**config.mk**
```make
export PLATFORM = sky130hd
export DESIGN_NAME = cel_pack_row_decoder
export DESIGN_NICKNAME = d
export VERILOG_FILES = /design/src/rtl/cel_pack_pkg.sv /design/src/rtl/cel_bit_accum.sv /design/src/rtl/cel_pack_row_decoder.sv
export SDC_FILE = /design/constraint.sdc
export NUM_CORES = 1
export LEC_CHECK = 0
export BUFFER_PORTS_ARGS = -buffer_cell sky130_fd_sc_hd__buf_4
export CORE_ASPECT_RATIO = 1.1
export CORE_MARGIN = 5
export CORE_UTILIZATION = 41
export DETAILED_ROUTE_END_ITERATION = 12
export PLACE_DENSITY = 0.63
export SLEW_MARGIN = 20
export SYNTH_ARGS = -nofsm -noshare
export SYNTH_HDL_FRONTEND = slang
export SYNTH_SLANG_ARGS = --single-unit
```
**constraint.sdc**
```tcl
create_clock -name clock -period 5.1 [get_ports clock]
set_input_delay 1.02 -clock clock [delete_from_list [all_inputs] [get_ports clock]]
set_output_delay 1.02 -clock clock [all_outputs]
set_load 0.02 [all_outputs]
```
**src/rtl/cel_pack_pkg.sv**
```systemverilog
// Shared constants, state encoding and helpers for the packed CEL row decoder.
package cel_pack_pkg;

  localparam logic [1:0] PACK_EOL     = 2'b00;
  localparam logic [1:0] PACK_LITERAL = 2'b01;
  localparam logic [1:0] PACK_TRANSP  = 2'b10;
  localparam logic [1:0] PACK_REPEAT  = 2'b11;

  localparam logic [2:0] BPP_1  = 3'd1;
  localparam logic [2:0] BPP_2  = 3'd2;
  localparam logic [2:0] BPP_4  = 3'd3;
  localparam logic [2:0] BPP_6  = 3'd4;
  localparam logic [2:0] BPP_8  = 3'd5;
  localparam logic [2:0] BPP_16 = 3'd6;

  typedef enum logic [2:0] {
    ST_IDLE,
    ST_HDR,
    ST_PKT,
    ST_LIT,
    ST_TRN,
    ST_REP_LD,
    ST_REP,
    ST_DRAIN
  } state_t;

  // Pixel width in bits for a bpp code; 0 marks an unsupported code.
  function automatic logic [4:0] bpp_bits(input logic [2:0] code);
    case (code)
      BPP_1:   return 5'd1;
      BPP_2:   return 5'd2;
      BPP_4:   return 5'd4;
      BPP_6:   return 5'd6;
      BPP_8:   return 5'd8;
      BPP_16:  return 5'd16;
      default: return 5'd0;
    endcase
  endfunction

endpackage

```
**src/rtl/cel_bit_accum.sv**
```systemverilog
// MSB-aligned bit accumulator: words append below the valid bits, consumed
// bits leave from the top. Push and pop may happen in the same cycle.
module cel_bit_accum #(
  parameter int WORD_W = 32,
  parameter int ACC_W  = 64,
  parameter int LVL_W  = $clog2(ACC_W + 1)
) (
  input  logic              clock,
  input  logic              reset_n,
  input  logic              flush,
  input  logic              push,
  input  logic [WORD_W-1:0] word,
  input  logic [4:0]        pop_n,
  output logic [15:0]       head,
  output logic [LVL_W-1:0]  level
);

  localparam logic [LVL_W-1:0] LVL_ROOM = LVL_W'(ACC_W - WORD_W);
  localparam logic [LVL_W-1:0] LVL_WORD = LVL_W'(WORD_W);

  logic [ACC_W-1:0] acc;
  logic [ACC_W-1:0] acc_pop;
  logic [ACC_W-1:0] word_ext;
  logic [LVL_W-1:0] lvl_pop;
  logic [LVL_W-1:0] push_sh;

  assign head = acc[ACC_W-1 -: 16];

  // Pop first, then place an incoming word right below the remaining bits.
  always_comb begin
    acc_pop  = acc << pop_n;
    lvl_pop  = level - LVL_W'(pop_n);
    word_ext = {{(ACC_W - WORD_W){1'b0}}, word};
    push_sh  = LVL_ROOM - lvl_pop;
  end

  // Accumulator and level registers; flush wins over any push.
  always_ff @(posedge clock or negedge reset_n) begin
    if (!reset_n) begin
      acc   <= '0;
      level <= '0;
    end else if (flush) begin
      acc   <= '0;
      level <= '0;
    end else if (push) begin
      acc   <= acc_pop | (word_ext << push_sh);
      level <= lvl_pop + LVL_WORD;
    end else begin
      acc   <= acc_pop;
      level <= lvl_pop;
    end
  end

endmodule

```
**src/rtl/cel_pack_row_decoder.sv**
```systemverilog
// Decodes one row of packed CEL source data into a one-pixel-per-cycle stream.
//
// state     | meaning
// ----------+-----------------------------------------------------------
// ST_IDLE   | waiting for start
// ST_HDR    | waiting for 16 bits, decode row offset
// ST_PKT    | waiting for 8 bits, decode packet type/count
// ST_LIT    | emitting literal pixels straight from the accumulator
// ST_TRN    | emitting transparent pixels, no bits consumed
// ST_REP_LD | loading the single repeat value
// ST_REP    | emitting the repeat value
// ST_DRAIN  | dropping words until the row's word count is reached
module cel_pack_row_decoder
  import cel_pack_pkg::*;
#(
  parameter int WORD_W = 32,
  parameter int ACC_W  = 64,
  parameter int CNT_W  = 6
) (
  input  logic              clock,
  input  logic              reset_n,
  input  logic [2:0]        bpp,
  input  logic              start,
  input  logic [WORD_W-1:0] din,
  input  logic              din_valid,
  output logic              din_ready,
  output logic [15:0]       pix_data,
  output logic              pix_transp,
  output logic              pix_valid,
  input  logic              pix_ready,
  output logic              row_done,
  output logic [9:0]        row_words,
  output logic              busy,
  output logic              err
);

  localparam int LVL_W = $clog2(ACC_W + 1);
  localparam logic [LVL_W-1:0] LVL_8    = LVL_W'(8);
  localparam logic [LVL_W-1:0] LVL_16   = LVL_W'(16);
  localparam logic [LVL_W-1:0] LVL_ROOM = LVL_W'(ACC_W - WORD_W);
  localparam logic [CNT_W:0]   REM_ONE  = (CNT_W + 1)'(1);

  state_t             state;
  logic [2:0]         bpp_q;
  logic [10:0]        words_taken;
  logic [10:0]        row_limit;
  logic [10:0]        limit;
  logic               hdr_done;
  logic [CNT_W:0]     remaining;
  logic [15:0]        rep_val;

  logic [15:0]        head;
  logic [LVL_W-1:0]   level;
  logic [4:0]         nbits;
  logic [LVL_W-1:0]   need;
  logic [4:0]         pop_n;
  logic               flush;
  logic               accept;
  logic               fire;
  logic               starved;
  logic               wide;
  logic [15:0]        lit_pix;

  cel_bit_accum #(
    .WORD_W(WORD_W),
    .ACC_W (ACC_W),
    .LVL_W (LVL_W)
  ) u_accum (
    .clock  (clock),
    .reset_n(reset_n),
    .flush  (flush),
    .push   (accept),
    .word   (din),
    .pop_n  (pop_n),
    .head   (head),
    .level  (level)
  );

  assign row_words = row_limit[9:0];

  // Handshake and pixel outputs, all decoded from registered state.
  always_comb begin
    nbits      = bpp_bits(bpp_q);
    need       = LVL_W'(nbits);
    wide       = (bpp_q == BPP_8) || (bpp_q == BPP_16);
    limit      = hdr_done ? row_limit : 11'd2;
    starved    = words_taken >= limit;
    busy       = state != ST_IDLE;
    din_ready  = busy && (level <= LVL_ROOM) && !starved;
    accept     = din_valid && din_ready;
    lit_pix    = head >> (5'd16 - nbits);
    pix_valid  = ((state == ST_LIT) && (level >= need)) ||
                 (state == ST_TRN) || (state == ST_REP);
    pix_transp = state == ST_TRN;
    pix_data   = (state == ST_LIT) ? lit_pix :
                 (state == ST_REP) ? rep_val : 16'd0;
    fire       = pix_valid && pix_ready;
  end

  // Bits to consume and when to discard the accumulator.
  always_comb begin
    pop_n = 5'd0;
    flush = (state == ST_DRAIN) || ((state == ST_IDLE) && start);
    case (state)
      ST_HDR:    if (level >= LVL_16) pop_n = wide ? 5'd16 : 5'd8;
      ST_PKT:    if (level >= LVL_8) pop_n = 5'd8;
      ST_LIT:    if (fire) pop_n = nbits;
      ST_REP_LD: if (level >= need) pop_n = nbits;
      default:   pop_n = 5'd0;
    endcase
  end

  // Row sequencing FSM with registered status outputs.
  always_ff @(posedge clock or negedge reset_n) begin
    if (!reset_n) begin
      state       <= ST_IDLE;
      bpp_q       <= '0;
      words_taken <= '0;
      row_limit   <= '0;
      hdr_done    <= 1'b0;
      remaining   <= '0;
      rep_val     <= '0;
      err         <= 1'b0;
      row_done    <= 1'b0;
    end else begin
      row_done <= 1'b0;
      if (accept) words_taken <= words_taken + 11'd1;
      case (state)
        ST_IDLE: begin
          if (start) begin
            bpp_q       <= bpp;
            words_taken <= '0;
            err         <= 1'b0;
            hdr_done    <= 1'b0;
            state       <= ST_HDR;
          end
        end
        ST_HDR: begin
          if (level >= LVL_16) begin
            hdr_done <= 1'b1;
            if (wide) row_limit <= {1'b0, head[9:0]} + 11'd2;
            else      row_limit <= {3'b000, head[15:8]} + 11'd2;
            if (nbits == 5'd0) begin
              err   <= 1'b1;
              state <= ST_DRAIN;
            end else begin
              state <= ST_PKT;
            end
          end
        end
        ST_PKT: begin
          if (level >= LVL_8) begin
            remaining <= {1'b0, head[13 -: CNT_W]} + REM_ONE;
            case (head[15:14])
              PACK_LITERAL: state <= ST_LIT;
              PACK_TRANSP:  state <= ST_TRN;
              PACK_REPEAT:  state <= ST_REP_LD;
              default:      state <= ST_DRAIN;
            endcase
          end else if (starved) begin
            state <= ST_DRAIN;
          end
        end
        ST_LIT: begin
          if (fire) begin
            remaining <= remaining - REM_ONE;
            if (remaining == REM_ONE) state <= ST_PKT;
          end else if ((level < need) && starved) begin
            err   <= 1'b1;
            state <= ST_DRAIN;
          end
        end
        ST_TRN, ST_REP: begin
          if (fire) begin
            remaining <= remaining - REM_ONE;
            if (remaining == REM_ONE) state <= ST_PKT;
          end
        end
        ST_REP_LD: begin
          if (level >= need) begin
            rep_val <= lit_pix;
            state   <= ST_REP;
          end else if (starved) begin
            err   <= 1'b1;
            state <= ST_DRAIN;
          end
        end
        ST_DRAIN: begin
          if (words_taken >= row_limit) begin
            row_done <= 1'b1;
            state    <= ST_IDLE;
          end
        end
        default: state <= ST_IDLE;
      endcase
    end
  end

endmodule

```
==> results of run 1 <==
==> state kept, by name (all words and copies together), names as in the netlist <==
name / cells
row_limit: 11
u_accum.level: 7
words_taken: 11
hdr_done: 1
err: 1
row_done: 1
rep_val: 16
remaining: 7
u_accum.acc: 64
bpp_q: 3
state: 3
==> final cells by class <==
| type | instances | share of cell area, % |
|---|---|---|
| Inverter | 41 | 1.00 |
| Multi-Input combinational cell | 1452 | 62.0 |
| Tap cell | 426 | 3.42 |
| Clock buffer | 18 | 2.82 |
| Clock inverter | 14 | 1.39 |
| Sequential cell | 125 | 20.1 |
| Timing Repair Buffer | 175 | 9.25 |
==> cells in the mapped netlist (all sizes together), types with 10 or more instances <==
| cell type | n | share of area [%] |
|---|---|---|
| nand2b | 20 | 0.93 |
| or3 | 16 | 0.78 |
| ha | 41 | 3.8 |
| a32oi | 12 | 0.78 |
| inv | 41 | 1.2 |
| xor2 | 18 | 1.2 |
| nor2 | 140 | 3.9 |
| o21ai | 157 | 5.9 |
| mux4 | 14 | 2.3 |
| a21o | 13 | 0.72 |
| mux2 | 26 | 2.2 |
| nand3 | 75 | 2.8 |
| and3 | 32 | 1.5 |
| a22o | 14 | 0.91 |
| o211ai | 20 | 1.1 |
| buf | 98 | 4.4 |
| mux2i | 115 | 8.5 |
| o31ai | 10 | 0.59 |
| dfrtp | 125 | 23 |
| o22ai | 31 | 1.4 |
| a22oi | 26 | 1.4 |
| a221oi | 10 | 0.87 |
| nor2b | 15 | 0.69 |
| xnor2 | 17 | 1.3 |
| a21oi | 137 | 5.2 |
| a211oi | 30 | 1.9 |
| nand2 | 254 | 7.1 |
| a211o | 14 | 0.91 |
| a31oi | 53 | 2.5 |
| clkbuf | 64 | 1.8 |
| nor3 | 35 | 1.4 |
==> worst min-delay path: cells and delay by family, from the launching register on <==
| kind | cells | cell delay [ns] |
|---|---|---|
| DFF | 1 | 0.34 |
| and+or+nand+nor | 1 | 0.05 |
| AOI/OAI and AO/OA | 1 | 0.05 |
==> logic make-up after synthesis <==
group           after synthesis
simple gates                623
compound gates              597
buf+inv                     203
mux                         155
flops                       125
fa+ha+maj                    42
xor+xnor                     35
==> worst max-delay path by stage <==
stage / cells after the start / startpoint / to
2_1_floorplan: 26 / bpp_q[2]$_DFFE_PN0P_ / u_accum.acc[26]$_DFF_PN0_
3_3_place_gp: 19 / pix_ready / u_accum.acc[48]$_DFF_PN0_
3_5_place_dp: 20 / pix_ready / u_accum.acc[45]$_DFF_PN0_
5_1_grt: 21 / bpp_q[2]$_DFFE_PN0P_ / u_accum.acc[26]$_DFF_PN0_
6_report: 21 / bpp_q[1]$_DFFE_PN0P_ / u_accum.acc[62]$_DFF_PN0_
4_1_cts: 21 / bpp_q[2]$_DFFE_PN0P_ / u_accum.acc[41]$_DFF_PN0_
==> timing repair <==
action                     in CTS  in global routing
buffers inserted                0                 16
gates resized for setup         0                 46
setup endpoints to repair       0                 44
==> metal layers <==
metal  part of all wire [%]  vias up  GRT usage [%]
li1                       -     6621              -
met1                     40     6966           36.1
met2                     46      801           44.1
met3                    7.1      181           3.90
met4                    6.3        0           15.2
met5                      0        -              0
==> metrics by stage <==
step                      worst slack, ns  utilization [%]
after floorplan                   0.00128                -
after global routing              -0.0251             48.0
after CTS                          0.0597             47.0
after detailed placement         -0.00596             45.0
final                               0.196             48.0
after global placement             0.0344             45.0
==> impl_metrics.yaml, run 1 <==
run_status:
  status: "finished clean"
layout:
  final-instance-count-excl-fill: 2251
  final_cell_mix: "251 x nand2_1, 164 x buf_4, 139 x nor2_1, 129 x o21ai_0, 128 x a21oi_1"
  final_area_um2: 15600
  multiInputGateArea_um2: 9670
  n_antenna_cell: 0
  nets: 1894
  final_common_cell: "nand2_1"
  drive_above_1_share_pct: 17.9
  nFillCells: 3279
  seq_area_um2: 3130
  area_growth_syn_to_layout_pct: 15.4
floorplanning:
  pin_count: 72
  die_x_um: 183
  core_um2: 32500
  initial_core_util_pct: 41.6
  dieHeight_um: 200
  row_count: 69
  dieArea_um2: 36700
sta:
  fin_crit_sh_pct: 96.2
  tns_ns: 0
  min_period_ns: 4.90
  max_freq_mhz: 204
  fin_hold_ws_ns: 0.478
  clock_skew_ns: 0.0132
  hold_violations: 0
  maxSlewViolCount: 0
  max-slew-margin-rel_pct: 32.6
  max_slew.worst_pin.slew_ns: 1.00
  setup_viol: 0
yosys:
  synthDistinctLibCells: 91
  synth_area_per_cell_um2: 7.59
  synth_flop_cell: "dfrtp_1"
  synth_compound_area_share_pct: 28.9
  synth.area.mux_share_pct: 13.0
  synth.net_count: 1862
  synth_top_family_by_area: "compound AO/OA/AOI/OAI gates"
  ys_seq_area_share_pct: 23.2
  synthCells: 1780
  synth_xor_area_share_pct: 2.55
  ys_ff_latch: 125
  yosys_warnings: 0
  yosys.area_share.simple_pct: 21.1
  synth-edff-count: 0
  synthesis.area_um2: 13500
  yosys.area_share.adder_pct: 3.95
  synth-async-reset-ratio_pct: 100
worst_setup_path:
  cp.required_ns: 5.39
  setup.worst_path.class: "register to register"
  worstPathCellList: "nand3b_1 -> ha_1 -> and4bb_2 -> o21ai_1 -> o21bai_2 -> nand2_4 -> inv_4 -> ha_2 -> inv_1 -> fa_1 -> inv_2 -> ha_4 -> buf_4 -> buf_4 -> mux4_2 -> mux2i_2 -> mux2_2 -> nor2_1 -> a21o_1 -> a22oi_1 -> a21oi_1"
  r2r_cells: 21
  critical_path.top_delay_family: "adder cells"
  start_kind: "register"
  crit_path_end_kind: "register"
  r2r_slack_ns: 0.20
  worst_ep_arrival_time_ns: 5.19
  path_buf_inv: 5
  crit_slowest_cell: "mux4_2"
  r2r-end: "u_accum.acc[62]$_DFF_PN0_"
  worst-path-max-fanout: 9
  timing.rr.start: "bpp_q[1]$_DFFE_PN0P_"
  max_stage_delay_ns: 0.54
  path_common_cell: "buf_4"
grt:
  antenna_found_initial: 0
  grt_usage_pct: 27.7
  grt_pass1_wl_um: 81700
  grt_pass1_vias: 13800
  grt_remaining_overflow: 0
  grt_max_degree: 83
min_path:
  hp-class: "register to register"
  hp-start: "rep_val[15]$_DFFE_PN0P_"
  whs_endpoint: "rep_val[15]$_DFFE_PN0P_"
  min_path_cells: 2
routing:
  drcViolationCount: 0
  drt_iter0_drc: 1929
  drt-total-wl_um: 52700
  via_count: 14600
  ant_nets: 0
  wire_per_inst_um: 23.4
  via_per_inst: 6.47
  drtPass1Iterations: 6
place:
  place_inst: 2203
  dp_hpwl_um: 38400
  place_congestion: 1.00
  io_buffers: 71
  post_dp_cell_area_um2: 14600
clock_network:
  clock_latency_ns: 0.44
  path_clk_slew_ns: 0.07
  clock_path_buffers: 2
  cts_root_buffer: "clkbuf_16"
  cts.sinks: 125
  cts_hold_buf: 0
  htreeDepth: 4
  cts_tree: "done"
  cts_made_buffers: 17
run:
  drv_cap: 0
Power of run 1 is not shown: default switching activity piles up to over one toggle a cycle in this logic, so the estimate is an artifact.
==> run 2, diff against run 1 <==
--- a/config.mk
+++ b/config.mk
@@ -11,6 +11,7 @@
 export CORE_UTILIZATION = 41
 export DETAILED_ROUTE_END_ITERATION = 12
 export PLACE_DENSITY = 0.63
+export REMOVE_ABC_BUFFERS = 1
 export SLEW_MARGIN = 20
 export SYNTH_ARGS = -nofsm -noshare
 export SYNTH_HDL_FRONTEND = slang
==> run 2 against run 1 <==
Maximum frequency is 0.62% lower; wire length is 1.4% higher; register-to-register slack worse by 0.03 ns; final area hardly changed; critical path depth is 1 higher; clock skew is 0.0029 ns higher; flip-flop and latch count stayed put; sequential share of layout area hardly changed; worst setup slack worse by 0.031 ns; worst hold slack better by 0.0014 ns.
==> impl_metrics.yaml, run 2 (synthesis results as in run 1) <==
min_path:
  hp-class: "register to register"
layout:
  final_cell_mix: "251 x nand2_1, 175 x buf_4, 139 x nor2_1, 130 x a21oi_1, 127 x o21ai_0"
  regMostFlops: "u_accum.acc"
  utilization_pct: 48.0
  nFillCells: 3268
  drive_above_1_share_pct: 18.2
  nets: 1906
  reg_top3: "u_accum.acc x64, rep_val x16"
  area_growth_syn_to_layout_pct: 15.5
  final_common_cell: "nand2_1"
  n_antenna_cell: 0
  largest_reg_flops: 64
clock_network:
  cts.sinks: 125
  htreeDepth: 4
  clock_latency_ns: 0.45
  cts_root_buffer: "clkbuf_16"
  cts_tree: "done"
  clock_path_buffers: 2
  path_clk_slew_ns: 0.06
  cts_made_buffers: 17
place:
  io_buffers: 71
  place_congestion: 0.990
  dp_hpwl_um: 39200
sta:
  fin_hold_ws_ns: 0.480
  max_freq_mhz: 203
  setup_viol: 0
  maxSlewViolCount: 0
  fin_crit_sh_pct: 96.8
  min_period_ns: 4.94
  tns_ns: 0
  max_slew.worst_pin.slew_ns: 0.967
  max-slew-margin-rel_pct: 35.4
  hold_violations: 0
  clock_skew_ns: 0.0160
routing:
  via_per_inst: 6.46
  drcViolationCount: 0
  drtPass1Iterations: 6
  drt_iter0_drc: 1624
  wire_per_inst_um: 23.6
  via_count: 14600
  drt-total-wl_um: 53400
  ant_nets: 0
floorplanning:
  dieArea_um2: 36700
  pin_count: 72
  die_x_um: 183
  initial_core_util_pct: 41.6
  core_um2: 32500
  row_count: 69
  dieHeight_um: 200
grt:
  grt_pass1_wl_um: 82100
  grt_max_degree: 94
  grt_pass1_vias: 13900
  grt_remaining_overflow: 0
  grt_usage_pct: 28.1
  antenna_found_initial: 0
worst_setup_path:
  worstPathCellList: "buf_4 -> nand3b_1 -> ha_1 -> and4bb_1 -> o21ai_2 -> o21bai_4 -> nand2_4 -> inv_4 -> ha_2 -> inv_1 -> fa_1 -> inv_2 -> ha_4 -> buf_12 -> mux4_2 -> mux2i_1 -> buf_4 -> mux2i_1 -> nand2_1 -> o21ai_0 -> a22oi_2 -> o22ai_1"
  crit_slowest_cell: "fa_1"
  worst-path-max-fanout: 11
  cp.required_ns: 5.40
  r2r_slack_ns: 0.16
  setup.worst_path.class: "register to register"
  max_stage_delay_ns: 0.52
  start_kind: "register"
  crit_path_end_kind: "register"
  worst_ep_arrival_time_ns: 5.23
run_status:
  status: "finished clean"
run:
  drv_cap: 0
run 2: changes by cell type in the layout (fill, tap and decap cells not counted), moves of 3 or more:
| cell | change |
|---|---|
| a31oi_2 | -4 |
| bufinv_16 | -4 |
| a31oi_1 | +4 |
| a22oi_1 | -3 |
| a22oi_2 | +3 |
| buf_4 | +11 |
run 2: final timing paths:
path,startpoint,to,depth (start not counted)
min in group asynchronous,reset_n,words_taken[8]$_DFF_PN0_,1
worst min-delay path,rep_val[13]$_DFFE_PN0P_,rep_val[13]$_DFFE_PN0P_,2
worst min register to register,rep_val[13]$_DFFE_PN0P_,rep_val[13]$_DFFE_PN0P_,2
max in group asynchronous,reset_n,u_accum.acc[40]$_DFF_PN0_,2
worst max-delay path,bpp_q[1]$_DFFE_PN0P_,u_accum.acc[59]$_DFF_PN0_,22
worst max register to register,bpp_q[1]$_DFFE_PN0P_,u_accum.acc[59]$_DFF_PN0_,22
run 2: repair_timing:
| item | in CTS | in global routing |
|---|---|---|
| cloned | 0 | 1 |
| pin swaps | 1 | 6 |
| hold buffers | 0 | 0 |
| endpoints found under the hold margin | 0 | 0 |
| setup buffers | 0 | 3 |
| endpoints found under the setup margin | 16 | 45 |
| resized for setup | 7 | 41 |
run 2: metrics by stage:
step	setup WS, ns	cells	instance area, um^2
floorplan	-4.56	1618	12700
global placement	-0.172	2227	14800
detailed placement	-0.177	2227	14800
CTS	0.0254	2259	15400
global route	-0.0315	2263	15600
finish	0.165	2263	15600
run 2: cell type report:
class,count,area [um^2],area share [%]
repair buffers,187,1550,9.96
well taps,426,533,3.42
flip-flops and latches,125,3130,20.1
inverters,41,156,1.00
clock inverters,14,121,0.778
clock buffers,18,439,2.82
multi-input cells,1452,9660,62.0
run 2: worst max-delay path, delay by kind of cell (launching register included):
kind / cells / cell delay [ns]
multiplexers: 3 / 0.85
adder cells (fa/ha/maj): 4 / 1.30
AND/OR/NAND/NOR: 4 / 0.65
flip-flops: 1 / 0.39
AO/OA/AOI/OAI: 5 / 0.94
buffers and inverters: 6 / 0.65
run 2: metal layers:
metal  GRT usage (%)  vias up  wire (um)
met4            16.3        0       3730
met5               0        -          0
met2            44.3      846      24300
met1            36.5     6916      21400
li1                -     6628          -
met3            4.01      220       4070
Power of run 2 is left out for the same reason.
